==> src/rtl/ctrl_noc_req_arbiter_pkg.sv <==
// Shared types and constants for the NoC request arbiter slice.
// Default widths, opcode encodings and the FSM-side request bundle.
// Contents:
//   *_DEF        default parameter values used by the arbiter top
//   *_OPCODE_*   opcode encodings driven by the request FSMs
//   internal_req_t  one FSM request at default widths
//   next_ptr()   round-robin pointer advance with wrap
package ctrl_noc_req_arbiter_pkg;

  localparam int N_FSM_DEF             = 4;
  localparam int ADDR_W_DEF            = 10;
  localparam int ADDR_W_ENCODING_W_DEF = 3;
  localparam int OPCODE_W_DEF          = 2;
  localparam int SRC_ID_W_DEF          = 4;
  localparam int DEST_W_DEF            = 4;
  localparam int SRC_ID_BASE_DEF       = 0;

  localparam logic [OPCODE_W_DEF-1:0] MEM_OPCODE_READ         = 2'd0;
  localparam logic [OPCODE_W_DEF-1:0] MEM_OPCODE_WRITE_ADDR   = 2'd1;
  localparam logic [OPCODE_W_DEF-1:0] ACCEL_OPCODE_WRITE_DATA = 2'd2;

  typedef struct packed {
    logic [ADDR_W_DEF-1:0]            addr;
    logic [ADDR_W_ENCODING_W_DEF-1:0] width;
    logic [DEST_W_DEF-1:0]            dest;
    logic [OPCODE_W_DEF-1:0]          opcode;
    logic                             is_mem;
  } internal_req_t;

  // Pointer moves one past the winner so the winner has lowest priority next.
  function automatic int next_ptr(input int idx, input int n);
    return (idx == n - 1) ? 0 : idx + 1;
  endfunction

endpackage

==> src/rtl/ctrl_noc_req_arbiter_rr_arbiter.sv <==
// Combinational round-robin picker: first eligible requester at or after ptr, wrapping.
// Latency: zero (pure combinational); pointer register lives in the parent.
// Backpressure: none here; parent gates the result with slot/serializer state.
// Ports:
//   elig  in  N          eligible requesters
//   ptr   in  clog2(N)   highest-priority index this cycle
//   grant out N          one-hot winner (0 when none eligible)
//   idx   out clog2(N)   winner index
//   any   out 1          at least one requester eligible
module rr_arbiter #(
  parameter int N = 4
) (
  input  logic [N-1:0]         elig,
  input  logic [$clog2(N)-1:0] ptr,
  output logic [N-1:0]         grant,
  output logic [$clog2(N)-1:0] idx,
  output logic                 any
);

  localparam int IDX_W = $clog2(N);

  logic             hi_hit;
  logic [IDX_W-1:0] hi_idx;
  logic             lo_hit;
  logic [IDX_W-1:0] lo_idx;

  // Two searches: lowest eligible index >= ptr, else lowest eligible overall
  // (the wrap-around case). Descending loop leaves the lowest index last.
  always_comb begin
    hi_hit = 1'b0;
    hi_idx = '0;
    lo_hit = 1'b0;
    lo_idx = '0;
    for (int i = N - 1; i >= 0; i--) begin
      if (elig[i] && (IDX_W'(i) >= ptr)) begin
        hi_hit = 1'b1;
        hi_idx = IDX_W'(i);
      end
      if (elig[i]) begin
        lo_hit = 1'b1;
        lo_idx = IDX_W'(i);
      end
    end
    idx   = hi_hit ? hi_idx : lo_idx;
    any   = lo_hit;
    grant = '0;
    if (lo_hit) grant[idx] = 1'b1;
  end

endmodule

==> src/rtl/ctrl_noc_req_arbiter.sv <==
// Round-robin arbiter of per-FSM requests into one registered NoC slot; routes acks back by source ID.
// Latency: req_valid at t -> arb_won at t (comb) -> out_valid at t+1; ack_valid at t -> ack/ack_err at t+1.
// Backpressure: out_ready low holds the slot and blocks grants; ser_block suppresses grants only.
// Ports:
//   clk, rst_n                      clock, async active-low reset
//   req_valid/addr/width/dest/opcode/is_mem  per-FSM request, slice i = FSM i
//   arb_won                         one-hot grant pulse (comb)
//   ack, ack_err                    registered per-FSM ack pulse / bad-ack pulse
//   ser_block                       serializer owns the scoreboard this cycle
//   out_valid/ready, out_*          NoC request slot
//   ack_valid, ack_source_id        NoC ack input
module ctrl_noc_req_arbiter
  import ctrl_noc_req_arbiter_pkg::*;
#(
  parameter int N_FSM             = N_FSM_DEF,
  parameter int ADDR_W            = ADDR_W_DEF,
  parameter int ADDR_W_ENCODING_W = ADDR_W_ENCODING_W_DEF,
  parameter int OPCODE_W          = OPCODE_W_DEF,
  parameter int SRC_ID_W          = SRC_ID_W_DEF,
  parameter int DEST_W            = DEST_W_DEF,
  parameter int SRC_ID_BASE       = SRC_ID_BASE_DEF
) (
  input  logic                                 clk,
  input  logic                                 rst_n,
  input  logic [N_FSM-1:0]                     req_valid,
  input  logic [N_FSM*ADDR_W-1:0]              req_addr,
  input  logic [N_FSM*ADDR_W_ENCODING_W-1:0]   req_width,
  input  logic [N_FSM*DEST_W-1:0]              req_dest,
  input  logic [N_FSM*OPCODE_W-1:0]            req_opcode,
  input  logic [N_FSM-1:0]                     req_is_mem,
  output logic [N_FSM-1:0]                     arb_won,
  output logic [N_FSM-1:0]                     ack,
  input  logic                                 ser_block,
  output logic                                 out_valid,
  input  logic                                 out_ready,
  output logic [ADDR_W-1:0]                    out_addr,
  output logic [ADDR_W_ENCODING_W-1:0]         out_width,
  output logic [DEST_W-1:0]                    out_dest,
  output logic [OPCODE_W-1:0]                  out_opcode,
  output logic [SRC_ID_W-1:0]                  out_source_id,
  output logic                                 out_is_mem,
  input  logic                                 ack_valid,
  input  logic [SRC_ID_W-1:0]                  ack_source_id,
  output logic                                 ack_err
);

  localparam int IDX_W = $clog2(N_FSM);

  typedef struct packed {
    logic [ADDR_W-1:0]            addr;
    logic [ADDR_W_ENCODING_W-1:0] width;
    logic [DEST_W-1:0]            dest;
    logic [OPCODE_W-1:0]          opcode;
    logic [SRC_ID_W-1:0]          source_id;
    logic                         is_mem;
  } slot_t;

  slot_t            slot_q, slot_d, sel_req;
  logic             out_valid_q, out_valid_d;
  logic [N_FSM-1:0] pending_q, pending_d;
  logic [IDX_W-1:0] rr_ptr_q, rr_ptr_d;
  logic [N_FSM-1:0] ack_q, ack_d;
  logic             ack_err_q, ack_err_d;

  logic [N_FSM-1:0] elig;
  logic [N_FSM-1:0] rr_grant;
  logic [IDX_W-1:0] rr_idx;
  logic             rr_any;
  logic             slot_free;
  logic             do_grant;
  logic [N_FSM-1:0] ack_hit;
  logic [N_FSM-1:0] ack_match;

  // An FSM with a request in flight is masked until its ack returns.
  assign elig = req_valid & ~pending_q;

  rr_arbiter #(.N(N_FSM)) u_rr_arbiter (
    .elig  (elig),
    .ptr   (rr_ptr_q),
    .grant (rr_grant),
    .idx   (rr_idx),
    .any   (rr_any)
  );

  always_comb begin
    slot_free = !out_valid_q || out_ready;
    do_grant  = slot_free && !ser_block && rr_any;
    arb_won   = do_grant ? rr_grant : '0;
  end

  // Field mux for the current winner.
  always_comb begin
    sel_req = '0;
    for (int i = 0; i < N_FSM; i++) begin
      if (rr_grant[i]) begin
        sel_req.addr   = req_addr[i*ADDR_W +: ADDR_W];
        sel_req.width  = req_width[i*ADDR_W_ENCODING_W +: ADDR_W_ENCODING_W];
        sel_req.dest   = req_dest[i*DEST_W +: DEST_W];
        sel_req.opcode = req_opcode[i*OPCODE_W +: OPCODE_W];
        sel_req.is_mem = req_is_mem[i];
      end
    end
    sel_req.source_id = SRC_ID_W'(SRC_ID_BASE) + SRC_ID_W'(rr_idx);
  end

  // Ack decode: an ID outside the owned range hits nothing, so it and an
  // ack for a non-pending FSM both land on ack_err.
  always_comb begin
    ack_hit = '0;
    for (int i = 0; i < N_FSM; i++) begin
      ack_hit[i] = (ack_source_id == SRC_ID_W'(SRC_ID_BASE + i));
    end
    ack_match = ack_hit & pending_q;
    ack_d     = ack_valid ? ack_match : '0;
    ack_err_d = ack_valid && !(|ack_match);
  end

  // A grant and an ack never target the same FSM (pending masks eligibility),
  // so set and clear can be applied independently.
  always_comb begin
    pending_d   = (pending_q & ~ack_d) | arb_won;
    slot_d      = slot_q;
    out_valid_d = out_valid_q;
    rr_ptr_d    = rr_ptr_q;
    if (do_grant) begin
      slot_d      = sel_req;
      out_valid_d = 1'b1;
      rr_ptr_d    = IDX_W'(next_ptr(int'(rr_idx), N_FSM));
    end else if (out_ready) begin
      out_valid_d = 1'b0;
    end
  end

  always_ff @(posedge clk or negedge rst_n) begin
    if (!rst_n) begin
      slot_q      <= '0;
      out_valid_q <= 1'b0;
      pending_q   <= '0;
      rr_ptr_q    <= '0;
      ack_q       <= '0;
      ack_err_q   <= 1'b0;
    end else begin
      slot_q      <= slot_d;
      out_valid_q <= out_valid_d;
      pending_q   <= pending_d;
      rr_ptr_q    <= rr_ptr_d;
      ack_q       <= ack_d;
      ack_err_q   <= ack_err_d;
    end
  end

  assign out_valid     = out_valid_q;
  assign out_addr      = slot_q.addr;
  assign out_width     = slot_q.width;
  assign out_dest      = slot_q.dest;
  assign out_opcode    = slot_q.opcode;
  assign out_source_id = slot_q.source_id;
  assign out_is_mem    = slot_q.is_mem;
  assign ack           = ack_q;
  assign ack_err       = ack_err_q;

endmodule

==> config.mk <==
export PLATFORM = sky130hd
export DESIGN_NAME = ctrl_noc_req_arbiter
export DESIGN_NICKNAME = d
export VERILOG_FILES = /design/src/rtl/ctrl_noc_req_arbiter_pkg.sv /design/src/rtl/ctrl_noc_req_arbiter_rr_arbiter.sv /design/src/rtl/ctrl_noc_req_arbiter.sv
export SDC_FILE = /design/constraint.sdc
export NUM_CORES = 1
export LEC_CHECK = 0
export CAP_MARGIN = 40
export CORE_MARGIN = 8
export CORE_UTILIZATION = 30
export DETAILED_ROUTE_END_ITERATION = 8
export GPL_TIMING_DRIVEN = 0
export MAX_ROUTING_LAYER = met4
export PLACE_DENSITY = 0.8
export SLEW_MARGIN = 20
export SYNTH_ARGS = -nofsm -noshare
export SYNTH_HDL_FRONTEND = slang
export SYNTH_SLANG_ARGS = --single-unit
==> constraint.sdc <==
create_clock -name clk -period 3.7 [get_ports clk]
set_clock_uncertainty 0.15 [all_clocks]
set_input_delay 1.11 -clock clk [delete_from_list [all_inputs] [get_ports clk]]
set_output_delay 1.11 -clock clk [all_outputs]
set_load 0.01 [all_outputs]
==> flow_summary.json <==
{
  "status": "finished with violations",
  "violations": "setup timing",
  "cp-end-kind": "output port",
  "dieHeight_microns": 102,
  "numCtsBuffers": 5,
  "synth_top_family_by_area": "compound AO/OA/AOI/OAI gates",
  "cellPowerDensity_nw_per_um2": 716,
  "met2_usage_pct": 28.5,
  "final_area_sq_um": 3940,
  "fin_crit_sh_pct": 102,
  "antenna_found_initial": 0,
  "io_buffer_count": 124,
  "comb_power_share_pct": 65.0,
  "hold_buffers": 0,
  "yosys_register_bits": 34,
  "drc": 0,
  "grt_pass1_vias": 2695,
  "reg2reg_depth": 10,
  "grt_use_met3_pct": 3.44,
  "rows": 31,
  "min_to": "out_source_id[0]",
  "start_kind": "input pin",
  "criticalPathCategory": "input pin to output port",
  "die_w_microns": 102,
  "ir_worst_vdd_uv": 302,
  "hold_depth": 1,
  "root_buffer": "clkbuf_8",
  "p_leak_nw": 1.70,
  "r2r_end": "out_addr[0]",
  "grt_max_degree": 34,
  "ant_nets": 0,
  "p_seq_share_pct": 22.8,
  "final-hold-violation-count": 0,
  "synth-compound-area-share_pct": 34.9,
  "path_buf_inv": 3,
  "synth.area.top_cells": "dfrtp_1, a21oi_1, a22oi_1",
  "crit_path_max_incr_delay_ns": 0.43,
  "critPathTopFamily": "simple AND/OR/NAND/NOR gates",
  "final-max-slew-violation-count": 0,
  "critPathArrivalTime_ns": 2.51,
  "drt_first_iter_violations": 81,
  "regToRegSetupSlack_ns": 0.94,
  "rsz0062_at_grt": "true",
  "dieArea_sq_um": 10300,
  "synth_top_area_share_pct": 38.7,
  "hold_start": "out_source_id[0]",
  "place_ws_ns": -1.24,
  "period_minus_slack_ns": 3.77,
  "synth.distinct_cells": 35,
  "synth_xor_area_share_pct": 0,
  "cts_tree": "built",
  "synth_edf_count": 0,
  "layout.cells.non_filler": 515,
  "path_clk_slew_ns": 0.07,
  "synth_mux_area_share_pct": 2.62,
  "synth_area_per_cell_sq_um": 8.14,
  "routed_wirelength_mm": 8.60,
  "setup_viol": 3,
  "required_ns": 2.44,
  "grt_pass1_wl_mm": 13.7,
  "place_area_sq_um": 3640,
  "vias": 2508,
  "drt_pass1_iterations": 4,
  "synth_ff_type": "dfrtp_1",
  "synthCells": 270,
  "avgViaCountPerCell": 4.87,
  "top_usage_layer": "met2",
  "tns_ns": -0.146,
  "hpwl_mm": 6.85,
  "path_cells": "buf_8, or4b_1, o31a_1, o311a_4, buf_6, ha_4, and3_4, buf_2",
  "clk_latency_ns": 0.28,
  "fmax_ghz": 0.265,
  "yosysTopAreaCell": "dfrtp_1",
  "cts.sinks": 34,
  "post-place-cells": 495,
  "start_util_pct": 30.6,
  "p_sw_share_pct": 41.6,
  "internal_power_mw": 1.65,
  "gr-total-overflow": 0,
  "cp_max_fo": 4,
  "cts_max_path_buffers": 2,
  "cp_slowest_cell": "or4b_1",
  "htree_num_levels": 2,
  "timing.rr.start": "pending_q[0]",
  "grt_usage_pct": 17.3,
  "yosysWarnings": 0,
  "synth_fa_ha_area_share_pct": 2.28,
  "wl_per_cell_microns": 16.7,
  "maxCapViolCount": 0,
  "hp-class": "register to register",
  "drive_gt1_share_pct": 14.9,
  "ys_seq_area_share_pct": 38.7,
  "switchingPower_mw": 1.17,
  "crit_path_start": "req_valid[0]",
  "fin_ws_ns": -0.0666,
  "ioPinCount": 127,
  "yosys.area_share.simple_pct": 10.8,
  "synthesis.area_sq_um": 2200,
  "gr-usage-met1_pct": 20.9,
  "clockPowerShare_pct": 12.2,
  "fillers": 639,
  "area_delta_synth_final_pct": 79.2,
  "diodes": 0,
  "finalPower_mw": 2.82,
  "place_congestion": 0.844,
  "finalNetCount": 513,
  "ys_async_sr_fraction_pct": 100,
  "coreArea_sq_um": 7180
}
==> final cells by class <==
type / instances / area [sq um] / share of cell area (%)
clock buffer: 6 / 82.6 / 2.10
multi-input combinational: 184 / 1240 / 31.4
inverter: 29 / 111 / 2.83
timing repair buffer: 144 / 1410 / 35.7
sequential: 34 / 851 / 21.6
tap: 99 / 124 / 3.15
clock inverter: 1 / 30.0 / 0.763
buffer: 18 / 96.3 / 2.45
==> cells in the mapped netlist, types with 2 or more instances <==
| library cell | number |
|---|---|
| nor2b_1 | 2 |
| buf_6 | 2 |
| inv_1 | 29 |
| nand2b_1 | 3 |
| clkbuf_1 | 14 |
| a22oi_1 | 18 |
| a31oi_1 | 3 |
| dfrtp_1 | 34 |
| and3_1 | 7 |
| a21oi_1 | 77 |
| nor3b_1 | 2 |
| buf_2 | 4 |
| nand2_1 | 22 |
| mux2i_1 | 2 |
| o21ai_0 | 20 |
| ha_1 | 4 |
| a221oi_1 | 2 |
| a211o_1 | 2 |
| nand2b_4 | 2 |
| o21bai_1 | 4 |
| buf_4 | 3 |
==> power groups by stage <==
stage	combinational [mW]	clock (mW)	sequential, mW
final	1.83	0.343	0.643
after global routing	2.01	0.369	0.664
after CTS	1.86	0.349	0.642
after detailed placement	1.68	0	0.643
after global placement	1.63	0	0.634
after floorplan	0.941	0	0.687
==> worst max-delay path by stage <==
stage | end | slack, ns | depth (start not counted)
6_report | arb_won[3] | -0.07 | 8
5_1_grt | arb_won[2] | -0.08 | 8
4_1_cts | arb_won[2] | -0.11 | 9
3_5_place_dp | arb_won[2] | -1.24 | 10
3_3_place_gp | arb_won[0] | -1.20 | 10
2_1_floorplan | arb_won[2] | -0.01 | 8
==> logic make-up (layout without fill, tap and decap cells) <==
kind of cell / after synthesis / after routing
adders and majority gates: 4 / 4
muxes: 4 / 4
buffers and inverters: 53 / 198
DFF: 34 / 34
other: 1 / 2
and+or+nand+nor: 43 / 43
AOI/OAI and AO/OA: 131 / 131
==> repair_timing <==
item / in CTS / in global routing
gates resized for setup: 56 / 2
buffers inserted: 15 / 5
endpoints found under the setup margin: 4 / 3
pin swaps: 7 / 4
==> placed cells by master (no fill, tap or decap), types with 2 or more instances in the layout <==
master             n
conb_1             2
a221oi_1           2
nor3b_1            2
clkbuf_1          11
buf_6              6
o21bai_1           4
dfrtp_1           34
a22oi_1           18
a211o_1            2
buf_4             21
buf_2              4
a21oi_1           76
and3_4             4
inv_1             27
nand2_1           22
o21ai_0           18
mux2i_1            2
dlygate4sd2_1      2
clkdlybuf4s50_1  115
ha_4               4
nand2b_4           3
nand2b_1           2
clkbuf_8           6
a31oi_1            2
and3_1             3
==> metrics by stage <==
step	hold slack, ns	utilization [%]
2_1_floorplan	0.368	-
3_3_place_gp	0.345	50.5
3_5_place_dp	0.358	50.7
4_1_cts	0.374	54.9
5_1_grt	0.400	54.9
6_report	0.369	54.9
==> registers in the layout, summed over array words and instances (netlist names), 2 cells and up <==
name           cells
out_width          3
pending_q          4
rr_ptr_q           2
ack                4
out_source_id      2
out_opcode         2
out_dest           4
out_addr          10
==> metal layers <==
layer / up-vias / wire length (microns) / part of all wire, %
met5: - / 0 / 0
met3: 10 / 423 / 4.9
met2: 89 / 4360 / 51
met1: 1173 / 3680 / 43
li1: 1236 / - / -
met4: 0 / 134 / 1.6
==> worst register-to-register path, cell delays in order (launching register included) <==
cell      delay (ns)
dfrtp_1         0.43
or4b_1          0.54
o31a_1          0.14
o311a_4         0.18
inv_4           0.10
ha_4            0.16
buf_4           0.13
clkbuf_1        0.35
a21oi_1         0.13
a22oi_1         0.24
a21oi_1         0.11
Note: power is estimated with default switching activity, not from simulation.
